**src/rtl/mem_port_sequencer_pkg.sv**
```systemverilog
// Shared types for the unified memory port sequencer: FSM states, owner IDs, beat helpers.
package mem_port_sequencer_pkg;

    typedef enum logic [1:0] {
        IDLE = 2'd0,
        BEAT = 2'd1,
        RESP = 2'd2
    } state_e;

    typedef enum logic {
        OWN_IF  = 1'b0,
        OWN_MEM = 1'b1
    } owner_e;

    localparam int WORD_BEATS = 4;
    localparam int WAIT_W     = 3;

    // Transaction attributes latched at grant
    typedef struct packed {
        owner_e      owner;
        logic        we;
        logic        word;
        logic [31:0] wdata;
    } txn_t;

    // Big-endian byte for a beat: beat 0 of a word is [31:24]; a byte access uses [7:0]
    function automatic logic [7:0] beat_byte(input logic [31:0] data, input logic word,
                                             input logic [1:0] beat);
        logic [31:0] sh;
        sh = data >> {~beat, 3'b000};
        return word ? sh[7:0] : data[7:0];
    endfunction

endpackage

```
**src/rtl/mem_port_sequencer_if.sv**
```systemverilog
// Requester and RAM-side signals of the memory port sequencer.
interface mem_port_sequencer_if #(
    parameter int ADDR_W = 8
);
    logic              if_req;
    logic [ADDR_W-1:0] if_addr;
    logic              if_ready;
    logic [31:0]       if_rdata;
    logic              mem_req;
    logic              mem_we;
    logic              mem_size;
    logic [ADDR_W-1:0] mem_addr;
    logic [31:0]       mem_wdata;
    logic              mem_ready;
    logic [31:0]       mem_rdata;
    logic [ADDR_W-1:0] ram_addr;
    logic              ram_we;
    logic [7:0]        ram_wdata;
    logic [7:0]        ram_rdata;
    logic              busy;

    modport master (
        output if_req, if_addr, mem_req, mem_we, mem_size, mem_addr, mem_wdata, ram_rdata,
        input  if_ready, if_rdata, mem_ready, mem_rdata, ram_addr, ram_we, ram_wdata, busy
    );

    modport slave (
        input  if_req, if_addr, mem_req, mem_we, mem_size, mem_addr, mem_wdata, ram_rdata,
        output if_ready, if_rdata, mem_ready, mem_rdata, ram_addr, ram_we, ram_wdata, busy
    );
endinterface

```
**src/rtl/mem_port_sequencer_beat_timer.sv**
```systemverilog
// Beat sequencing: each beat lasts WAIT_STATES+1 cycles; flags the last cycle and the final beat.
module mem_port_sequencer_beat_timer
    import mem_port_sequencer_pkg::*;
#(
    parameter int WAIT_STATES = 0
) (
    input  logic       clk,
    input  logic       reset,
    input  logic       start_i,
    input  logic       en_i,
    input  logic [2:0] n_beats_i,
    output logic [1:0] beat_o,
    output logic       last_o,
    output logic       done_o
);
    logic [WAIT_W-1:0] wait_q, wait_d;
    logic [1:0]        beat_q, beat_d;

    assign last_o = (wait_q == WAIT_W'(WAIT_STATES));
    assign done_o = last_o && ({1'b0, beat_q} == n_beats_i - 3'd1);
    assign beat_o = beat_q;

    always_comb begin
        wait_d = wait_q;
        beat_d = beat_q;
        if (start_i) begin
            wait_d = '0;
            beat_d = '0;
        end else if (en_i) begin
            if (last_o) begin
                wait_d = '0;
                beat_d = beat_q + 2'd1;
            end else begin
                wait_d = wait_q + 1'b1;
            end
        end
    end

    always_ff @(posedge clk or posedge reset) begin
        if (reset) begin
            wait_q <= '0;
            beat_q <= '0;
        end else begin
            wait_q <= wait_d;
            beat_q <= beat_d;
        end
    end
endmodule

```
**src/rtl/mem_port_sequencer.sv**
```systemverilog
// Arbitrates IF fetches and MEM loads/stores onto one byte-wide RAM port, in big-endian beats.
module mem_port_sequencer
    import mem_port_sequencer_pkg::*;
#(
    parameter int ADDR_W      = 8,
    parameter int WAIT_STATES = 0
) (
    input  logic                clk,
    input  logic                reset,
    mem_port_sequencer_if.slave bus
);
    state_e            state_q, state_d;
    txn_t              txn_q;
    logic [ADDR_W-1:0] base_q;
    logic [31:0]       sr_q, sr_shift;
    logic [31:0]       if_rdata_q, mem_rdata_q;
    logic              grant, in_beat, strobe;
    logic              last, done;
    logic [1:0]        beat;
    logic [2:0]        n_beats;

    mem_port_sequencer_beat_timer #(.WAIT_STATES(WAIT_STATES)) u_timer (
        .clk       (clk),
        .reset     (reset),
        .start_i   (grant),
        .en_i      (in_beat),
        .n_beats_i (n_beats),
        .beat_o    (beat),
        .last_o    (last),
        .done_o    (done)
    );

    assign in_beat  = (state_q == BEAT);
    assign strobe   = in_beat && last;
    assign n_beats  = txn_q.word ? 3'(WORD_BEATS) : 3'd1;
    assign sr_shift = {sr_q[23:0], bus.ram_rdata};

    always_comb begin
        state_d = state_q;
        grant   = 1'b0;
        unique case (state_q)
            IDLE: begin
                if (bus.mem_req || bus.if_req) begin
                    grant   = 1'b1;
                    state_d = BEAT;
                end
            end
            BEAT:    if (done) state_d = RESP;
            RESP:    state_d = IDLE;
            default: state_d = IDLE;
        endcase
    end

    always_ff @(posedge clk or posedge reset) begin
        if (reset) begin
            state_q     <= IDLE;
            txn_q       <= '0;
            base_q      <= '0;
            sr_q        <= '0;
            if_rdata_q  <= '0;
            mem_rdata_q <= '0;
        end else begin
            state_q <= state_d;
            if (grant) begin
                // MEM has priority; IF is always a word read
                txn_q.owner <= bus.mem_req ? OWN_MEM : OWN_IF;
                txn_q.we    <= bus.mem_req && bus.mem_we;
                txn_q.word  <= !bus.mem_req || bus.mem_size;
                txn_q.wdata <= bus.mem_wdata;
                base_q      <= bus.mem_req ? bus.mem_addr : bus.if_addr;
                sr_q        <= '0;
            end else if (strobe && !txn_q.we) begin
                sr_q <= sr_shift;
                // Final byte goes straight into the owner's result as RESP is entered
                if (done) begin
                    if (txn_q.owner == OWN_IF) if_rdata_q  <= sr_shift;
                    else                       mem_rdata_q <= sr_shift;
                end
            end
        end
    end

    assign bus.ram_addr  = in_beat ? base_q + ADDR_W'(beat) : '0;
    assign bus.ram_we    = strobe && txn_q.we;
    assign bus.ram_wdata = (in_beat && txn_q.we) ? beat_byte(txn_q.wdata, txn_q.word, beat) : 8'h00;
    assign bus.if_ready  = (state_q == RESP) && (txn_q.owner == OWN_IF);
    assign bus.mem_ready = (state_q == RESP) && (txn_q.owner == OWN_MEM);
    assign bus.if_rdata  = if_rdata_q;
    assign bus.mem_rdata = mem_rdata_q;
    assign bus.busy      = (state_q != IDLE);
endmodule
```
**src/flat_wrapper.sv**
```systemverilog
// flat-port wrapper written by rule: the top's interface ports become plain ports
module mem_port_sequencer_flat import mem_port_sequencer_pkg::*;
#(
    parameter int ADDR_W      = 8,
    parameter int WAIT_STATES = 0
)
  (clk, reset, bus_if_req, bus_if_addr, bus_mem_req, bus_mem_we, bus_mem_size, bus_mem_addr, bus_mem_wdata, bus_ram_rdata, bus_if_ready, bus_if_rdata, bus_mem_ready, bus_mem_rdata, bus_ram_addr, bus_ram_we, bus_ram_wdata, bus_busy);
  mem_port_sequencer_if #(.ADDR_W(ADDR_W)) bus_i ();
  input  logic clk;
  input  logic reset;
  input wire logic [$bits(bus_i.if_req)-1:0] bus_if_req;
  input wire logic [$bits(bus_i.if_addr)-1:0] bus_if_addr;
  input wire logic [$bits(bus_i.mem_req)-1:0] bus_mem_req;
  input wire logic [$bits(bus_i.mem_we)-1:0] bus_mem_we;
  input wire logic [$bits(bus_i.mem_size)-1:0] bus_mem_size;
  input wire logic [$bits(bus_i.mem_addr)-1:0] bus_mem_addr;
  input wire logic [$bits(bus_i.mem_wdata)-1:0] bus_mem_wdata;
  input wire logic [$bits(bus_i.ram_rdata)-1:0] bus_ram_rdata;
  output wire logic [$bits(bus_i.if_ready)-1:0] bus_if_ready;
  output wire logic [$bits(bus_i.if_rdata)-1:0] bus_if_rdata;
  output wire logic [$bits(bus_i.mem_ready)-1:0] bus_mem_ready;
  output wire logic [$bits(bus_i.mem_rdata)-1:0] bus_mem_rdata;
  output wire logic [$bits(bus_i.ram_addr)-1:0] bus_ram_addr;
  output wire logic [$bits(bus_i.ram_we)-1:0] bus_ram_we;
  output wire logic [$bits(bus_i.ram_wdata)-1:0] bus_ram_wdata;
  output wire logic [$bits(bus_i.busy)-1:0] bus_busy;
  assign bus_i.if_req = bus_if_req;
  assign bus_i.if_addr = bus_if_addr;
  assign bus_i.mem_req = bus_mem_req;
  assign bus_i.mem_we = bus_mem_we;
  assign bus_i.mem_size = bus_mem_size;
  assign bus_i.mem_addr = bus_mem_addr;
  assign bus_i.mem_wdata = bus_mem_wdata;
  assign bus_i.ram_rdata = bus_ram_rdata;
  assign bus_if_ready = bus_i.if_ready;
  assign bus_if_rdata = bus_i.if_rdata;
  assign bus_mem_ready = bus_i.mem_ready;
  assign bus_mem_rdata = bus_i.mem_rdata;
  assign bus_ram_addr = bus_i.ram_addr;
  assign bus_ram_we = bus_i.ram_we;
  assign bus_ram_wdata = bus_i.ram_wdata;
  assign bus_busy = bus_i.busy;
  mem_port_sequencer #(.ADDR_W(ADDR_W), .WAIT_STATES(WAIT_STATES)) u_core (.clk(clk), .reset(reset), .bus(bus_i));
endmodule
```
**config.mk**
```make
export PLATFORM = sky130hd
export DESIGN_NAME = mem_port_sequencer_flat
export DESIGN_NICKNAME = d
export VERILOG_FILES = /design/src/rtl/mem_port_sequencer_pkg.sv /design/src/rtl/mem_port_sequencer_if.sv /design/src/rtl/mem_port_sequencer_beat_timer.sv /design/src/rtl/mem_port_sequencer.sv /design/src/flat_wrapper.sv
export SDC_FILE = /design/constraint.sdc
export NUM_CORES = 1
export LEC_CHECK = 0
export ABC_CLOCK_PERIOD_IN_PS = 8500
export CORE_ASPECT_RATIO = 0.6
export CORE_UTILIZATION = 53
export DETAILED_ROUTE_END_ITERATION = 8
export PLACE_DENSITY = 0.81
export SYNTH_ARGS = -nofsm -noshare
export SYNTH_HDL_FRONTEND = slang
export SYNTH_SLANG_ARGS = --single-unit
```
**constraint.sdc**
```tcl
create_clock -name clk -period 8.5 [get_ports clk]
set_clock_uncertainty 0.2 [all_clocks]
set_input_delay 1.7 -clock clk [delete_from_list [all_inputs] [get_ports clk]]
set_output_delay 1.7 -clock clk [all_outputs]
set_load 0.01 [all_outputs]
```
# After elaboration in Yosys (flattened, before gate mapping)
# Index checks and enable logic that the tools add are counted.
[totals]
out_inout_bits = 84
ff_bits = 138
wordCells = 65
in_bits = 62
[classes]
reduce_logical = 22
n_bitwise = 3
shift = 1
n_addsub = 4
muxes = 19
n_eq_ne = 5
[op_table]
columns = ["op", "count"]
rows = [
  ["$mux W24", 2],
  ["$mux W8", 4],
  ["$shr A32 B5 Y8", 1],
  ["$mux W3", 4],
  ["$mux W2", 5],
  ["$add A8 B2 Y8", 1],
  ["$logic_and A1 B1 Y1", 8],
  ["$reduce_and A4 Y1", 2],
  ["$reduce_bool A2 Y1", 4],
  ["$pmux W2 S2", 1],
  ["$reduce_and A2 Y1", 2],
  ["$add A3 B1 Y3 const B", 1],
  ["$eq A2 B3 Y1", 1],
  ["$logic_not A3 Y1", 1],
  ["$mux W1", 3],
  ["$sub A3 B1 Y3 const B", 1],
  ["$add A2 B1 Y2 const B", 1],
  ["$eq A2 B1 Y1 const B", 1],
  ["$eq A2 B2 Y1 const B", 1],
  ["$logic_not A1 Y1", 2],
  ["$logic_not A2 Y1", 1],
  ["$logic_or A1 B1 Y1", 2],
  ["$ne A2 B1 Y1 const B", 1],
  ["$ne A2 B2 Y1 const B", 1],
  ["2 further kinds", 3],
]

# Depth between registers and ports, before layout
# Gate-level depths: netlist of the first run.
[logic_depth]
depth_word = 6
depth_mapped = 8
mapped_depth_nobuf = 6

# Cells and area by module
# From an unflattened synthesis of the first run, not the netlist that was laid out.
[unflattened]
cells_unflattened = 482
hier_area_um2 = 6232.2
[by_module_without_submodules]
columns = ["mod", "area_each_um2", "cells_per_inst", "n_inst", "seq_area_each_um2"]
rows = [
  ["mem_port_sequencer", 5906.9, 446, 1, 3328.2],
  ["mem_port_sequencer_beat_timer", 325.3, 36, 1, 125.1],
]

# Worst setup path before layout of the first run
# No wires, ideal clock.
[synth_timing]
path_kind = "reg-to-output"
startpoint = "register u_core.u_timer.beat_q[0] (netlist: u_core.u_timer.beat_o[0])"
endpoint = "output bus_ram_wdata[0]"
path_buffers = 1
required_time_ns = 6.600
arrival_ns = 1.380
stages_incl_launch_ff = 5
slack_ns = 5.220
path_cell_list = "dfrtp_1 -> buf_2 -> mux4_2 -> mux2i_1 -> nor2_1"
[synth_via]
elab_chain_len = 4
[synth_rtl]
columns = ["item", "line", "source"]
rows = [
  ["start: declaration", "mem_port_sequencer_beat_timer.sv:17", "logic [1:0] beat_q, beat_d;"],
  ["start signal: assignment", "mem_port_sequencer_beat_timer.sv:45", "beat_q <= beat_d;"],
  ["$not A2 Y2", "mem_port_sequencer_pkg.sv:30", "sh = data >> {~beat, 3'b000};"],
  ["$shr A32 B5 Y8", "mem_port_sequencer_pkg.sv:30", ""],
  ["$mux W8", "mem_port_sequencer_pkg.sv:31", "return word ? sh[7:0] : data[7:0];"],
  ["$mux W8", "mem_port_sequencer.sv:85", "assign bus.ram_wdata = (in_beat && txn_q.we) ? beat_byte(txn_q.wdata, txn_q.word, beat) : 8'h00;"],
  ["end: declaration", "flat_wrapper.sv:25", "output wire logic [$bits(bus_i.ram_wdata)-1:0] bus_ram_wdata;"],
]
# Every way passes these cells.

# Worst setup path after layout of the first run
[layout_timing]
startpoint = "register u_core.u_timer.beat_q[0] (netlist: u_core.u_timer.beat_o[0])"
endpoint = "output bus_ram_addr[4]"
[layout_via]
elab_chain_len = 2
[layout_rtl]
columns = ["item", "line", "source"]
rows = [
  ["$add A8 B2 Y8", "mem_port_sequencer.sv:83", "assign bus.ram_addr = in_beat ? base_q + ADDR_W'(beat) : '0;"],
  ["$mux W8", "mem_port_sequencer.sv:83", ""],
  ["end: declaration", "flat_wrapper.sv:23", "output wire logic [$bits(bus_i.ram_addr)-1:0] bus_ram_addr;"],
]
# Every way passes these cells.

==> metrics, run 1 <==
post-layout min period=4650 ps; die area=11600 µm²; fmax=215 MHz; CP Data Arrival Time=2750 ps; type of the worst setup path=flop to output port; Top FF cell, synth=dfrtp_1; CTS H-tree depth=4; gpl congestion=0.795; Post-Route M1 WL=approximately 6.3 mm; Synth area leader=dfrtp_1; Worst EP required=6600 ps; Setup Fix Bufs, Post-CTS=0; clock latency at the later pin of the worst-skew pair=410 ps; Clock Tree Root=clkbuf_16; Cells after Synth=519; Hold Path End=u_core.txn_q[14]$_DFFE_PP0P_; Post-synth EDFFs=0; post-cts resize count=0; first-pass GRT wire length=between 20 and 25 mm; synth warn=0; Setup-failing EPs final=0; Power Dens Cells=approximately 390 nW/µm²; worst-case clock buffer depth=2; area share of the largest cell type after synthesis=0.585; register area=approximately 3500 µm²; final wirelength=13.7 mm; Boundary Pins=around 150; Avg Inst Size Synth=roughly 11 µm²; ant diodes=0; Multi-input gate area=2300 µm²; highest routed layer=met4; Leakage=approximately 3.7 nW; ANT nets after route=0; hold path depth=2; area grow syn2layout=35.3%; Post-Syn Nets=around 600; CP Max Fanout=14; Via density=roughly 5.4; Slew Viols, Final=0; worst-margin pin slew=~1000 ps; CTS Sinks=138; total track usage=0.260; share of cells above drive strength 1=0.160; total gr overflow=0; vias post-DR=between 4000 and 5000; number of remaining DRC errors=16; Peak VDD IR=0.232 mV; worst reg2reg startpoint=u_core.state_q[1]$_DFFE_PP0P_; status=finished with violations; vias in the first global route=around 4400; final core utilization=0.745; Hold Path Class=flop to flop; Net count, final=724; critical path launch point type=flop; setup slack, reg-to-reg=5410 ps; hold wc startpoint=u_core.txn_q[14]$_DFFE_PP0P_; Num CTS Buffers=17; drt pass-1 iters=7; die width=approximately 140 µm; largest net degree at the start of global routing=79; Detail Placement HPWL=approximately 9.3 mm; Async S/R FF share, synth=1.00; max_slew headroom=0.306; R2R cell count=5; post-DR wirelength/cell=between 15 and 20 µm; mapped cell area=5900 µm²; metal2 WL=6.34 mm; fill cell count=696; Port Buffers=145; antenna violations before repair=0; Final TNS setup=0 ps; Final period util=0.547; Setup crit end kind=output port; Hold-fix buffers, CTS=0; DR iter-0 viols=296; #FFs+latches synth=138; Worst-path clk slew=60 ps; Max-Cap Viols=0; failing checks=design-rule violations; DIE HEIGHT=83.7 µm; initial core utilization=0.551; post-synth cell types=40; sequential area share after synthesis=0.585; synth top area cells=dfrtp_1 (59%), mux2_2 (11%), nand2_1 (10%); CTS tree=done; Design Area, Final=~8000 µm²; Core ar.=around 11000 µm²; metal3 WL=971 µm; RSZ-0062 raised after global routing=false; dpl cell area=approximately 7400 µm²; Final Hold Fails=0; Worst R2R End=u_core.bus.mem_rdata[21]$_DFFE_PP0P_; num rows=29
==> layout by cell type (no fill, tap or decap), types with 5 or more instances in the layout <==
cell type and count:
mux2i_1 16, clkbuf_16 17, o21ai_0 11, clkinvlp_4 5, mux4_2 8, inv_6 9, dfrtp_1 138, mux2_2 57
xor2_1 6, clkdlybuf4s50_1 145, a21oi_1 18, nor2_1 18, nand3_1 13, mux2_1 7, nand2_1 161
==> metrics by stage <==
| stage | setup WS (ps) | hold slack (ps) | power (mW) | cells |
|---|---|---|---|---|
| after detailed placement | 4290 | 259 | 2.42 | 777 |
| after global placement | 4370 | 256 | 2.36 | 777 |
| final | 3850 | 271 | 3.10 | 809 |
| after global routing | 3650 | 311 | 3.29 | 809 |
| after floorplan | 2900 | 240 | 1.84 | 519 |
| after CTS | 3830 | 275 | 3.12 | 809 |
==> power breakdown <==
part	switching, mW	internal [mW]
sequential	0.252	0.953
combinational	0.564	0.643
clock	0.304	0.382
total	1.12	1.98
==> worst max path at each step <==
stage / startpoint / endpoint / slack (ps)
finish: u_core.u_timer.beat_o[0]$_DFFE_PP0P_ / bus_ram_addr[4] / 3850
global route: u_core.u_timer.beat_o[0]$_DFFE_PP0P_ / bus_ram_addr[4] / 3650
CTS: u_core.u_timer.beat_o[0]$_DFFE_PP0P_ / bus_ram_addr[4] / 3830
detailed placement: u_core.u_timer.beat_o[0]$_DFFE_PP0P_ / bus_ram_addr[4] / 4290
global placement: u_core.u_timer.beat_o[0]$_DFFE_PP0P_ / bus_ram_addr[4] / 4370
floorplan: reset / u_core.base_q[0]$_DFFE_PP0P_ / 2900
==> critical path: stages, from the launching register on <==
cell and delay [ps]:
dfrtp_1 630, ha_1 370, fa_1 450, nand3_1 140
xor2_1 80, nor2_1 120, clkdlybuf4s50_1 550
==> sequential cells by signal, indices dropped and copies added, names as in the netlist <==
| name | count |
|---|---|
| u_core.bus.mem_rdata | 32 |
| u_core.txn_q | 35 |
| u_core.u_timer.beat_o | 2 |
| u_core.sr_q | 24 |
| u_core.state_q | 2 |
| u_core.u_timer.wait_q | 3 |
| u_core.bus.if_rdata | 32 |
| u_core.base_q | 8 |
==> cells in the mapped netlist, types with 2 or more instances <==
| cell type | count |
|---|---|
| nor2b_1 | 2 |
| mux2i_1 | 16 |
| and4_1 | 2 |
| mux2_1 | 7 |
| o21ai_0 | 11 |
| a21oi_1 | 18 |
| nand2_1 | 161 |
| buf_6 | 3 |
| o31ai_1 | 2 |
| inv_1 | 4 |
| clkbuf_1 | 16 |
| buf_1 | 3 |
| mux2_2 | 57 |
| o21a_1 | 2 |
| ha_1 | 4 |
| mux4_2 | 8 |
| buf_2 | 4 |
| nand3_1 | 13 |
| nor2_1 | 18 |
| buf_4 | 3 |
| xor2_1 | 6 |
| or3_1 | 3 |
| dfrtp_1 | 138 |
| and2_1 | 2 |
==> cell families (layout without fill, tap and decap cells) <==
| kind of cell | Yosys count | count (layout) | synth area share |
|---|---|---|---|
| xor+xnor | 7 | 7 | 0.0104 |
| fa+ha+maj | 5 | 5 | 0.0119 |
| flops | 138 | 138 | 0.585 |
| buf+inv | 34 | 185 | 0.0284 |
| mux | 88 | 88 | 0.180 |
| simple gates | 210 | 210 | 0.149 |
| compound gates | 37 | 37 | 0.0350 |
==> routing by layer <==
| layer | vias to the layer above | track usage |
|---|---|---|
| met2 | 159 | 0.391 |
| met4 | 0 | 0.0582 |
| met5 | - | 0 |
| met3 | 5 | 0.0797 |
| li1 | 2011 | - |
| met1 | 2205 | 0.372 |
==> area by class of cell <==
cell class / instances / area share
clock inverters: 15 / 0.0160
repair buffers: 149 / 0.186
flip-flops and latches: 138 / 0.433
inverters: 4 / 0.00251
clock buffers: 17 / 0.0533
multi-input cells: 347 / 0.288
well taps: 139 / 0.0218
Note: power is estimated with default switching activity, not from simulation.
==> run 2, diff against run 1 <==
--- a/config.mk
+++ b/config.mk
@@ -5,11 +5,11 @@
 export SDC_FILE = /design/constraint.sdc
 export NUM_CORES = 1
 export LEC_CHECK = 0
-export ABC_CLOCK_PERIOD_IN_PS = 8500
+export ABC_CLOCK_PERIOD_IN_PS = 4400
 export CORE_ASPECT_RATIO = 0.6
-export CORE_UTILIZATION = 53
+export CORE_UTILIZATION = 49
 export DETAILED_ROUTE_END_ITERATION = 8
-export PLACE_DENSITY = 0.81
+export PLACE_DENSITY = 0.76
 export SYNTH_ARGS = -nofsm -noshare
 export SYNTH_HDL_FRONTEND = slang
 export SYNTH_SLANG_ARGS = --single-unit
==> constraint.sdc (replaced) <==
create_clock -name clk -period 4.4 [get_ports clk]
set_clock_uncertainty 0.2 [all_clocks]
set_input_delay 0.88 -clock clk [delete_from_list [all_inputs] [get_ports clk]]
set_output_delay 0.88 -clock clk [all_outputs]
set_load 0.01 [all_outputs]
==> run 2 against run 1 <==
The flow now finishes without violations. Non-clock buffer count is 2 higher. Total power is 100% higher. Global-route usage is 1.6 points lower. Largest cell class unchanged.
==> metrics, run 2 (same netlist as run 1, synthesis figures left out) <==
Worst EP required=3320 ps; type of the worst setup path=flop to output port; worst-margin pin slew=about 1000 ps; Via density=around 5.2; post-cts resize count=0; Hold-fix buffers, CTS=0; DR iter-0 viols=205; Max-Cap Viols=0; Slew Viols, Final=0; Final period util=0.854; vias post-DR=approximately 4300; RSZ-0062 raised after global routing=false; Core ar.=11500 µm²; Net Sw Power=2.12 mW; CTS H-tree depth=4; max_slew headroom=0.302; Port Buffers=145; num rows=30; R2R cell count=5; Pint=4.11 mW; most frequent cells in the layout=nand2_1 (161), clkdlybuf4s50_1 (145), dfrtp_1 (138); switching power share of the total=0.340; Worst-path clk slew=50 ps; CTS tree=done; Detail Placement HPWL=9.30 mm; Setup crit end kind=output port; Most flops, register=u_core.txn_q; final core utilization=0.703; drt pass-1 iters=4; Setup Fix Bufs, Post-CTS=0; Final TNS setup=0 ps; worst-case clock buffer depth=2; share of cells above drive strength 1=0.159; gpl congestion=0.781; total power=around 6.2 mW; vias in the first global route=around 4500; fmax=266 MHz; area grow syn2layout=37.4%; DIE HEIGHT=87.0 µm; commonest non-fill, non-tap cell in the layout=nand2_1; combinational fraction of design power=0.379; max reg flops=35; Clk pwr share=0.248; ANT nets after route=0; Net count, final=726; ant diodes=0; critical path launch point type=flop; Clock Tree Root=clkbuf_16; total track usage=0.244; largest net degree at the start of global routing=71; initial core utilization=0.512; Power Dens Cells=769 nW/µm²; Hold Path Class=flop to flop; clock latency at the later pin of the worst-skew pair=410 ps; post-layout min period=~3800 ps; die width=roughly 140 µm; Slowest Stage Delay on Critical Path=between 700 and 800 ps; total gr overflow=0; Boundary Pins=~150; pre-CTS setup slack=around 1000 ps; sequential share of power=0.373; status=complete, no violations; Leakage=3.74 nW; CTS Sinks=between 100 and 150; first-pass GRT wire length=22.6 mm; die area=12500 µm²; post-DR wirelength/cell=16.9 µm; Num CTS Buffers=17; CP Max Fanout=14; critical-path cell list=ha_1 > a21o_1 > nand4_1 > xor2_1 > nor2_1 > clkdlybuf4s50_1; Setup-failing EPs final=0; number of remaining DRC errors=0; Peak VDD IR=around 0.42 mV; CP max-delay cell=dfrtp_1; antenna violations before repair=0; hold path depth=2; final wirelength=approximately 14 mm; CP Data Arrival Time=between 2000 and 3000 ps; Worst Slack Setup Final=641 ps; Final Hold Fails=0
[run 2: cell types whose count changed in the layout (fill, tap and decap cells not counted), moves of 2 or more]
cell	previous run	this run
inv_6	9	1
bufinv_16	0	5
clkinvlp_4	5	2
buf_4	4	6
clkbuf_1	0	2
clkinv_2	0	2
[run 2: layout make-up]
class / instances / area, µm²
Clock buffer: 20 / 447
Clock inverter: 11 / 194
Fill cell: 835 / 3420
Inverter: 4 / 18.8
Multi-Input combinational cell: 347 / 2300
Sequential cell: 138 / 3450
Tap cell: 160 / 200
Timing Repair Buffer: 151 / 1500
[run 2: final timing paths]
check | startpoint | end | slack (ps)
min in group asynchronous | reset | u_core.sr_q[16]$_DFFE_PP0P_ | 920
max in group asynchronous | reset | u_core.txn_q[16]$_DFFE_PP0P_ | 2490
worst min-delay path | u_core.txn_q[9]$_DFFE_PP0P_ | u_core.txn_q[9]$_DFFE_PP0P_ | 270
worst max-delay path | u_core.u_timer.beat_o[0]$_DFFE_PP0P_ | bus_ram_addr[5] | 640
worst max register to register | u_core.state_q[1]$_DFFE_PP0P_ | u_core.bus.if_rdata[12]$_DFFE_PP0P_ | 1330
worst min register to register | u_core.txn_q[9]$_DFFE_PP0P_ | u_core.txn_q[9]$_DFFE_PP0P_ | 270
[run 2: critical path: cells and delay by family, from the launching register on]
| kind | cells | cell delay (ps) |
|---|---|---|
| DFF | 1 | 770 |
| buffers and inverters | 1 | 570 |
| adders and majority gates | 1 | 310 |
| and+or+nand+nor | 2 | 270 |
| AOI/OAI and AO/OA | 1 | 180 |
| xor gates and xnor gates | 1 | 170 |
[run 2: metrics by stage]
stage | hold WS, ps | cell area (µm²) | instances
CTS | 276 | 8110 | 831
finish | 273 | 8110 | 831
global route | 303 | 8110 | 831
detailed placement | 262 | 7470 | 800
floorplan | 240 | 5900 | 519
global placement | 256 | 7470 | 800
[run 2: metal layers]
layer | vias up | share of wire | global-route usage
met1 | 2138 | 0.46 | 0.332
met3 | 18 | 0.072 | 0.0561
met2 | 171 | 0.45 | 0.380
li1 | 2020 | - | -
met5 | - | 0 | 0
met4 | 0 | 0.014 | 0.0986
[run 2: power groups by stage]
| stage | registers [mW] | logic (mW) | clock network (mW) |
|---|---|---|---|
| finish | 2.32 | 2.36 | 1.55 |
| global route | 2.40 | 2.58 | 1.62 |
| CTS | 2.32 | 2.39 | 1.57 |
| detailed placement | 2.32 | 2.36 | 0 |
| global placement | 2.28 | 2.29 | 0 |
| floorplan | 2.27 | 1.29 | 0 |
==> run 3, diff against run 2 <==
--- a/config.mk
+++ b/config.mk
@@ -9,7 +9,9 @@
 export CORE_ASPECT_RATIO = 0.6
 export CORE_UTILIZATION = 49
 export DETAILED_ROUTE_END_ITERATION = 8
+export GPL_ROUTABILITY_DRIVEN = 0
 export PLACE_DENSITY = 0.76
+export RECOVER_POWER = 25
 export SYNTH_ARGS = -nofsm -noshare
 export SYNTH_HDL_FRONTEND = slang
 export SYNTH_SLANG_ARGS = --single-unit
==> run 3 against run 2 <==
The run now ends with max-capacitance violations, max-slew violations left. Final area fell by 0.11%. Combinational power barely moved. Global-route usage did not move. Via count fell by 0.44%. Total power fell by 0.10%. Clock power barely moved. Sequential share of layout area barely moved. Cell count did not move. Flip-flop and latch count did not move. Critical path type unchanged. Critical endpoint is now bus_ram_addr[4]. Largest cell class unchanged. Highest routed layer unchanged.
==> metrics, run 3 (same netlist as run 1, synthesis figures left out) <==
Worst EP required=3320 ps; area grow syn2layout=37.3%; sequential share of power=0.373; number of remaining DRC errors=0; Most flops, register=u_core.txn_q; critical path launch point type=flop; type of the worst setup path=flop to output port; worst-case clock buffer depth=2; Num CTS Buffers=17; ANT nets after route=0; max reg flops=35; largest net degree at the start of global routing=71; Hold-fix buffers, CTS=0; Leakage=3.74 nW; share of cells above drive strength 1=0.158; status=finished with violations; critical-path cell list=ha_1 > fa_1 > nand3_1 > xor2_1 > nor2_1 > clkdlybuf4s50_1; DR iter-0 viols=207; Placed Instances=800; vias post-DR=roughly 4300; Setup-failing EPs final=0; Setup crit end kind=output port; CP max-delay cell=dfrtp_1; CTS Sinks=138; worst-margin pin slew=between 1500 and 2000 ps; Via density=5.21; num rows=30; final wirelength=14.0 mm; post-DR wirelength/cell=between 15 and 20 µm; Clk pwr share=0.248; initial core utilization=0.512; Slew Viols, Final=140; Detail Placement HPWL=9.30 mm; fmax=266 MHz; Net Sw Power=2.12 mW; Pint=roughly 4.1 mW; die area=between 10000 and 15000 µm²; first-pass GRT wire length=22.6 mm; antenna violations before repair=0; total track usage=0.244; CTS tree=done; post-layout min period=around 3800 ps; Design Area, Final=8100 µm²; final core utilization=0.703; Slowest Stage Delay on Critical Path=620 ps; total power=6.22 mW; drt pass-1 iters=4; total gr overflow=0; CP Max Fanout=14; Net count, final=between 700 and 800; Port Buffers=145; ant diodes=0; dpl cell area=7470 µm²; Core ar.=around 12000 µm²; Boundary Pins=146; Peak VDD IR=between 0.4 and 0.5 mV; Final TNS setup=0 ps; failing checks=max-capacitance violations, max-slew violations; Final Hold Fails=0; vias in the first global route=~4500; CTS H-tree depth=4; Worst-path clk slew=50 ps; most frequent cells in the layout=nand2_1 (161), clkdlybuf4s50_1 (144), dfrtp_1 (138); max_slew headroom=-0.128; Power Dens Cells=769 nW/µm²; clock latency at the later pin of the worst-skew pair=410 ps; Setup Fix Bufs, Post-CTS=0; Hold Path Class=flop to flop; combinational fraction of design power=0.379; RSZ-0062 raised after global routing=false; Clock Tree Root=clkbuf_16; Max-Cap Viols=2; Final period util=0.855; DIE HEIGHT=around 87 µm; post-cts resize count=0; switching power share of the total=0.340; commonest non-fill, non-tap cell in the layout=nand2_1; final std cells w/o fill=831; die width=144 µm; CP Data Arrival Time=2680 ps
## run 3: cell count changes in the layout (fill, tap and decap cells not counted)
cell             delta
clkdlybuf4s50_1     -1
buf_4               -3
dlygate4sd3_1       +1
clkbuf_2            +2
clkbuf_1            +1
## run 3: path summary, 6_finish.rpt
check	start	endpoint	slack (ps)	cells after the start
max	u_core.u_timer.beat_o[0]$_DFFE_PP0P_	bus_ram_addr[4]	640	6
min reg2reg	u_core.txn_q[9]$_DFFE_PP0P_	u_core.txn_q[9]$_DFFE_PP0P_	270	2
min in group asynchronous	reset	u_core.sr_q[16]$_DFFE_PP0P_	1360	3
min	u_core.txn_q[9]$_DFFE_PP0P_	u_core.txn_q[9]$_DFFE_PP0P_	270	2
max reg2reg	u_core.state_q[1]$_DFFE_PP0P_	u_core.bus.if_rdata[12]$_DFFE_PP0P_	1330	5
max in group asynchronous	reset	u_core.txn_q[16]$_DFFE_PP0P_	1600	3
## run 3: metrics by stage
stage	worst slack (ps)	hold slack (ps)
global route	414	303
CTS	579	276
floorplan	1600	240
global placement	1080	256
finish	638	273
detailed placement	1030	262
## run 3: power by group through the flow
stage / Sequential [mW] / Combinational (mW) / Clock, mW
after CTS: 2.32 / 2.39 / 1.57
after floorplan: 2.27 / 1.29 / 0
after detailed placement: 2.32 / 2.36 / 0
after global routing: 2.40 / 2.58 / 1.62
final: 2.32 / 2.36 / 1.54
after global placement: 2.28 / 2.29 / 0
## run 3: critical path: cells and delay by family, from the launching register on
kind / cells / cell delay (ps)
xor+xnor: 1 / 70
buf+inv: 1 / 560
flops: 1 / 620
simple gates: 2 / 230
fa+ha+maj: 2 / 810
## run 3: final cells by class
| class | count | area [µm²] |
|---|---|---|
| clock buffer | 20 | 447 |
| clock inverter | 11 | 194 |
| fill | 838 | 3430 |
| inverter | 4 | 18.8 |
| multi-input combinational | 347 | 2300 |
| sequential | 138 | 3450 |
| tap | 160 | 200 |
| timing repair buffer | 151 | 1490 |
## run 3: per-layer routing
metal,track usage,share of wire,up-vias
met5,0,0,-
met4,0.0986,0.014,0
met3,0.0561,0.071,18
met2,0.380,0.46,166
met1,0.332,0.46,2126
li1,-,-,2018
